`src/rtl/eeg_aram_burst_arb.sv`:
```
// Per-bank burst arbiter for the activation RAM: round-robin lock of one requester
// per bank for a whole burst, with credit throttling of outstanding address beats.
module eeg_aram_burst_arb #(
  parameter int REQ_NUM = 4,
  parameter int BNK_NUM = 4,
  parameter int REQ_AW  = $clog2(REQ_NUM),
  parameter int BNK_AW  = $clog2(BNK_NUM),
  parameter int OST_MAX = 2,
  parameter int OST_AW  = $clog2(OST_MAX + 1)
) (
  input  logic                      clk,
  input  logic                      rst,
  input  logic [REQ_NUM-1:0]        req_vld,
  input  logic [REQ_NUM-1:0]        req_lst,
  input  logic [REQ_NUM*BNK_AW-1:0] req_bid,
  output logic [REQ_NUM-1:0]        req_rdy,
  output logic [BNK_NUM-1:0]        bnk_add_vld,
  input  logic [BNK_NUM-1:0]        bnk_add_rdy,
  output logic [BNK_NUM*REQ_AW-1:0] bnk_gnt_idx,
  input  logic [BNK_NUM-1:0]        bnk_dat_ena,
  output logic [BNK_NUM-1:0]        bnk_busy,
  output logic [BNK_NUM-1:0]        bnk_err
);

  typedef enum logic {S_IDLE, S_LOCK} state_t;

  state_t              state_q [BNK_NUM];
  state_t              state_d [BNK_NUM];
  logic [REQ_AW-1:0]   owner_q [BNK_NUM];
  logic [REQ_AW-1:0]   owner_d [BNK_NUM];
  logic [REQ_AW-1:0]   rr_q    [BNK_NUM];
  logic [REQ_AW-1:0]   rr_d    [BNK_NUM];
  logic [OST_AW-1:0]   cnt_q   [BNK_NUM];
  logic [OST_AW-1:0]   cnt_d   [BNK_NUM];
  logic [BNK_NUM-1:0]  err_q;
  logic [BNK_NUM-1:0]  err_d;

  // Saturating credit update: an issue and a return in the same cycle cancel out.
  function automatic logic [OST_AW-1:0] cnt_upd(input logic [OST_AW-1:0] cnt,
                                                input logic inc, input logic dec);
    logic [OST_AW-1:0] res;
    res = cnt;
    if (inc && !dec)
      res = cnt + OST_AW'(1);
    else if (dec && !inc && cnt != '0)
      res = cnt - OST_AW'(1);
    return res;
  endfunction

  function automatic logic [REQ_AW-1:0] rr_next(input logic [REQ_AW-1:0] own);
    return (own == REQ_AW'(REQ_NUM - 1)) ? '0 : own + REQ_AW'(1);
  endfunction

  always_comb begin
    logic found;
    logic has_cred;
    logic add_ena;
    int   ii;
    req_rdy     = '0;
    bnk_add_vld = '0;
    bnk_gnt_idx = '0;
    bnk_busy    = '0;
    err_d       = err_q;
    for (int b = 0; b < BNK_NUM; b++) begin
      state_d[b] = state_q[b];
      owner_d[b] = owner_q[b];
      rr_d[b]    = rr_q[b];
      found      = 1'b0;
      add_ena    = 1'b0;
      ii         = 0;
      has_cred   = (cnt_q[b] < OST_AW'(OST_MAX));
      bnk_gnt_idx[b*REQ_AW +: REQ_AW] = owner_q[b];
      bnk_busy[b] = (state_q[b] == S_LOCK) || (cnt_q[b] != '0);
      if (state_q[b] == S_IDLE) begin
        // Search starts at the round-robin pointer and wraps.
        for (int k = 0; k < REQ_NUM; k++) begin
          ii = (int'(rr_q[b]) + k) % REQ_NUM;
          if (!found && req_vld[ii] && req_bid[ii*BNK_AW +: BNK_AW] == BNK_AW'(b)) begin
            found      = 1'b1;
            owner_d[b] = REQ_AW'(ii);
            state_d[b] = S_LOCK;
          end
        end
      end else begin
        bnk_add_vld[b] = req_vld[owner_q[b]] && has_cred;
        req_rdy[owner_q[b]] = req_rdy[owner_q[b]] | (bnk_add_rdy[b] && has_cred);
        add_ena = bnk_add_vld[b] && bnk_add_rdy[b];
        if (add_ena && req_lst[owner_q[b]]) begin
          state_d[b] = S_IDLE;
          rr_d[b]    = rr_next(owner_q[b]);
        end
      end
      cnt_d[b] = cnt_upd(cnt_q[b], add_ena, bnk_dat_ena[b]);
      if (bnk_dat_ena[b] && !add_ena && cnt_q[b] == '0)
        err_d[b] = 1'b1;
    end
  end

  always_ff @(posedge clk) begin
    if (rst) begin
      for (int b = 0; b < BNK_NUM; b++) begin
        state_q[b] <= S_IDLE;
        owner_q[b] <= '0;
        rr_q[b]    <= '0;
        cnt_q[b]   <= '0;
      end
      err_q <= '0;
    end else begin
      for (int b = 0; b < BNK_NUM; b++) begin
        state_q[b] <= state_d[b];
        owner_q[b] <= owner_d[b];
        rr_q[b]    <= rr_d[b];
        cnt_q[b]   <= cnt_d[b];
      end
      err_q <= err_d;
    end
  end

  assign bnk_err = err_q;

endmodule

```
`config.mk`:
```
export PLATFORM = sky130hd
export DESIGN_NAME = eeg_aram_burst_arb
export DESIGN_NICKNAME = d
export VERILOG_FILES = /design/src/rtl/eeg_aram_burst_arb.sv
export SDC_FILE = /design/constraint.sdc
export NUM_CORES = 1
export LEC_CHECK = 0
export ABC_AREA = 1
export CAP_MARGIN = 20
export CORE_MARGIN = 8
export CORE_UTILIZATION = 25
export CTS_BUF_LIST = sky130_fd_sc_hd__clkbuf_4 sky130_fd_sc_hd__clkbuf_8
export DETAILED_ROUTE_END_ITERATION = 12
export SLEW_MARGIN = 10
export SYNTH_ARGS = -nofsm -noshare
export SYNTH_HDL_FRONTEND = slang
export SYNTH_SLANG_ARGS = --single-unit
export TNS_END_PERCENT = 50
```
`constraint.sdc`:
```
create_clock -name clk -period 2.3 [get_ports clk]
set_input_delay 0.345 -clock clk [delete_from_list [all_inputs] [get_ports clk]]
set_output_delay 0.345 -clock clk [all_outputs]
set_load 0.005 [all_outputs]
```
* Yosys cells after proc, flatten, opt, wreduce, memory -nomap -nowiden
Memories as Yosys holds them, arrays and structs flattened. Cells that the tools add are included.
Storage, ports and cells: register bits 4, bits in writable memories 28, input bits 26, memories 4
Cells by class: $add $sub $neg 24, order comparisons 28, equality and inequality tests 16, shifts and indexed selects 16, mux-type cells 194, bitwise operators 33, reduce and logical (&&, ||, !) cells 112
Memory list:
- cnt_q | depth 4, bits a word 2, rd ports 4, clocked after memory_dff 0, write ports 4, RTL line 33 | logic [OST_AW-1:0] cnt_q [BNK_NUM];
- owner_q | depth 4, bits a word 2, rd ports 4, clocked after memory_dff 0, write ports 4, RTL line 29 | logic [REQ_AW-1:0] owner_q [BNK_NUM];
- rr_q | depth 4, bits a word 2, rd ports 4, clocked after memory_dff 0, write ports 4, RTL line 31 | logic [REQ_AW-1:0] rr_q [BNK_NUM];
- state_q | depth 4, bits a word 1, rd ports 4, clocked after memory_dff 0, write ports 4, RTL line 27 | state_t state_q [BNK_NUM];
Operator list (number):
- 8-bit by 4-bit indexed part select with 2-bit output | 16
- 2-bit two-way mux | 52
- 1-bit two-way mux | 103
- 1-bit logical AND | 64
- 1-bit binary-select mux with 2-bit select | 28
- 3-bit by 4-bit < comparator with 1-bit output, second input constant | 12
- 2-bit by 1-bit adder with 2-bit output, second input constant | 12
- 2-bit equality test, second input constant | 12
- 2-bit by 3-bit < comparator with 1-bit output, second input constant | 8
- 2-bit OR reduction | 12
- 1-bit zero test | 20
- 1-bit OR | 20
- 2-bit adder, second input constant | 8
- 2-bit zero test | 8
- 4-bit two-way mux | 4
- 1-bit bitwise AND, first input constant | 12
- 4-bit bitwise mux | 3
- 1-bit demux with 2-bit select | 4
- 2-bit by 1-bit equality test with 1-bit output, second input constant | 4
- 2-bit by 1-bit >= comparator with 1-bit output, second input constant | 4
- 2-bit < comparator, second input constant | 4
- 2-bit nonzero test | 4
- 2-bit by 1-bit subtractor with 2-bit output, second input constant | 4
- 4-bit bitwise AND | 1
- 1-bit logical OR | 4

* Logic depth before layout (Yosys ltp)
depth in word-level cells 21, gate-level depth with buffers 18, depth with buffers taken out 18

* Worst setup path after synthesis
No wires, ideal clock.
kind register to output, from memory owner_q[0][0] (netlist bit), to output port req_rdy[0], data arrival time 2.016 ns, data required time 1.955 ns, slack -0.061 ns, cell stages (with the launch flop) 19, path buffers 0, cell sequence dfxtp_1 clkinv_1 ha_1 nand2_1 inv_1 nand3_1 nand2_1 nand2_1 nand4_1 nand3_1 nand3_1 nand2_1 nand3_1 nand3_1 nand2_1 nand2_1 nand3_1 nand2_1 nand2_1
RTL lines:
- start, declared | RTL line 29
- end, declared | RTL line 16 | output logic [REQ_NUM-1:0] req_rdy,

==> run metrics <==
placed cell areas=4210 µm²; Place WS=-951 ps; Total Routing Usage GR=0.130; Max Slew Vio Count=0; I/O pin total=50; Synth top cells by count=nand2_1 (118), inv_1 (77), o21ai_0 (46); PnR Total Power=2.44 mW; Post-synth top flop=dfxtp_1; Die H=125 µm; Post-Synth Adder-Cell Area=0.0673; cell accounting for the most synthesized area=dfxtp_1; die width=125 µm; Mapped Area=2980 µm²; syn_nets=539; Power Density=542 nW/µm²; maxcap violations=0; TritonRoute pass-1 iters=4; Rel. slew slack=0.704; total clock sinks=32; cts bufs inserted=5; area delta synth->final=51.1%; post-synthesis compound-gate area fraction=0.232; final hold violations=0; arrival time at the worst endpoint=2320 ps; Finished Cell Area=4500 µm²; Iter 0 DRT Violations=130; failing checks=negative setup slack; worst-margin pin slew=444 ps; initial antenna violation count=0; post-layout util=0.381; top-area cell type share of the netlist area=0.215; Clock Latency Late Sink=290 ps; critical path required time=1960 ps; final setup TNS=-1440 ps; largest net degree at the start of global routing=20; WL/cell=13.1 µm; Final #Nets=679; H-tree depth=2; post-synthesis cell count=497; detailed-route wire length=10300 µm; CTS tree=yes; vias in the first global route=3683; Yosys reg bits=32; layout cell share with drive strength beyond 1=0.237; first-pass GRT wire length=17100 µm; Layout Skew=6.25 ps; Crit path max-delay family=simple AND/OR/NAND/NOR gates; Final setup viols=4; Peak VDD IR=229 µV; via count=3709; die area=15700 µm²; routability congestion estimate=0.893; Final WS setup=-365 ps; slowest stage cell, crit path=dfxtp_4; XOR/XNOR Fraction of Synth Area=0.0319; CTS max path bufs=2; crit path capture type=output port; Vias per Instance=4.73; Yosys warnings=0; Post-Synth Simple-Gate Area=0.311; CTS root buf=clkbuf_8; crit start category=register; Crit path largest cell delay=390 ps; RSZ-0062 raised after global routing=true; leakage power=2.28 nW; fin crit share=1.16; post-synthesis sequential area ratio=0.215; Post-synth EDFFs=0; PortBufs=49; ANT nets after route=0; Ant. Diodes=0; FP Rows=40; synth top area cells=dfxtp_1 (22%), nand2_1 (15%), inv_1 (9.7%), o21ai_0 (7.7%), a21oi_1 (7.1%); HP Class=register to register; outcome=complete, but fails checks; total global routing overflow=0; ys async rst share=0; syn_area_per_cell=5.99 µm²; DP HPWL=8380 µm; most common cell in the netlist=nand2_1; CP Cell Sequence=clkinv_4 -> ha_4 -> nand2_2 -> inv_2 -> nand3_2 -> nand2_2 -> nand2_2 -> nand4_1 -> nand3_1 -> nand3_1 -> nand2_2 -> nand3b_1 -> nand3_1 -> nand2_1 -> nand2_1 -> nand3_2 -> nand2_1 -> nand2_1 -> buf_2; combinational family with the most area after synthesis=simple AND/OR/NAND/NOR gates; Netlist cell types=40; worst-path maximum fanout=5; core area=11800 µm²; Initial Util=0.252; CP Class=register to output port; residual DRC count=0; post-layout minimum cycle time=2660 ps; clk slew on worst S/H paths=70 ps; f_max=0.375 GHz; multiplexer share of the synthesized area=0.0168; CP bufs+invs=3
-- cells by family after synthesis --
kind of cell | after synthesis
AND/OR/NAND/NOR | 221
AO/OA/AOI/OAI | 120
buffers and inverters | 93
flip-flops | 32
adder cells (fa/ha/maj) | 16
XOR/XNOR | 10
multiplexers | 5
-- repair_timing --
item / in CTS / in global routing
endpoints found under the hold margin: 0 / 0
gates resized for setup: 47 / 18
pin swaps: 15 / 21
endpoints found under the setup margin: 8 / 14
buffers inserted: 10 / 2
hold buffers: 0 / 0
-- where the power goes --
part / internal (mW) / switching [mW]
Sequential: 0.617 / 0.0858
Clock: 0.267 / 0.215
Combinational: 0.622 / 0.630
Total: 1.51 / 0.931
-- registers in the layout (all words and copies together), names as in the netlist --
signal / cells
bnk_err: 4
cnt_q: 8
owner_q: 8
rr_q: 8
state_q: 4
-- placed cells by master (no fill, tap or decap), types with 8 or more instances in the layout --
cell             count
nand2_2              8
dfxtp_1             29
o21ai_0             42
clkdlybuf4s50_1     39
ha_1                13
nor2_1              39
nand3_1             35
nand2_1            111
a21oi_1             42
inv_2                8
xor2_1               8
inv_1               72
buf_4               94
nand4_1             10
-- per-layer routing --
metal / vias up / part of all wire / GRT usage
li1: 1919 / - / -
met1: 1696 / 0.44 / 0.150
met2: 77 / 0.50 / 0.236
met3: 17 / 0.037 / 0.0259
met4: 0 / 0.016 / 0.0365
met5: - / 0 / 0
-- worst reg2reg max path, stage by stage, from the launching register on --
cell      delay [ps]
dfxtp_1          330
buf_4            150
buf_4            150
a21oi_1          120
o21ai_0          110
buf_4            140
a211oi_1         350
buf_4            200
nor2_1            50
o21ai_0           70
nand2_1           80
o21ai_0          150
a21oi_1           60
-- area by class of cell --
class	count	area (µm²)
clock buffers	7	96.3
fillers	1257	7310
inverters	82	315
multi-input cells	372	2060
flip-flops and latches	32	649
well taps	147	184
repair buffers	144	1190
-- metrics by stage --
step                hold WS [ps]  instances
global placement             444        765
global route                 487        784
floorplan                    447        497
detailed placement           446        765
finish                       452        784
CTS                          456        782
-- path summary, 6_finish.rpt --
check             depth (start not counted)                        to  slack, ps                       start
setup / recovery                         19                req_rdy[3]       -360  owner_q[0][0]$_SDFFE_PP0P_
hold reg to reg                           2   bnk_err[1]$_SDFFE_PP0P_        450     bnk_err[1]$_SDFFE_PP0P_
hold / removal                            2   bnk_err[1]$_SDFFE_PP0P_        450     bnk_err[1]$_SDFFE_PP0P_
setup reg to reg                         12  cnt_q[1][0]$_SDFFE_PP0P_        240  owner_q[1][0]$_SDFFE_PP0P_
(Power assumes the default switching activity.)
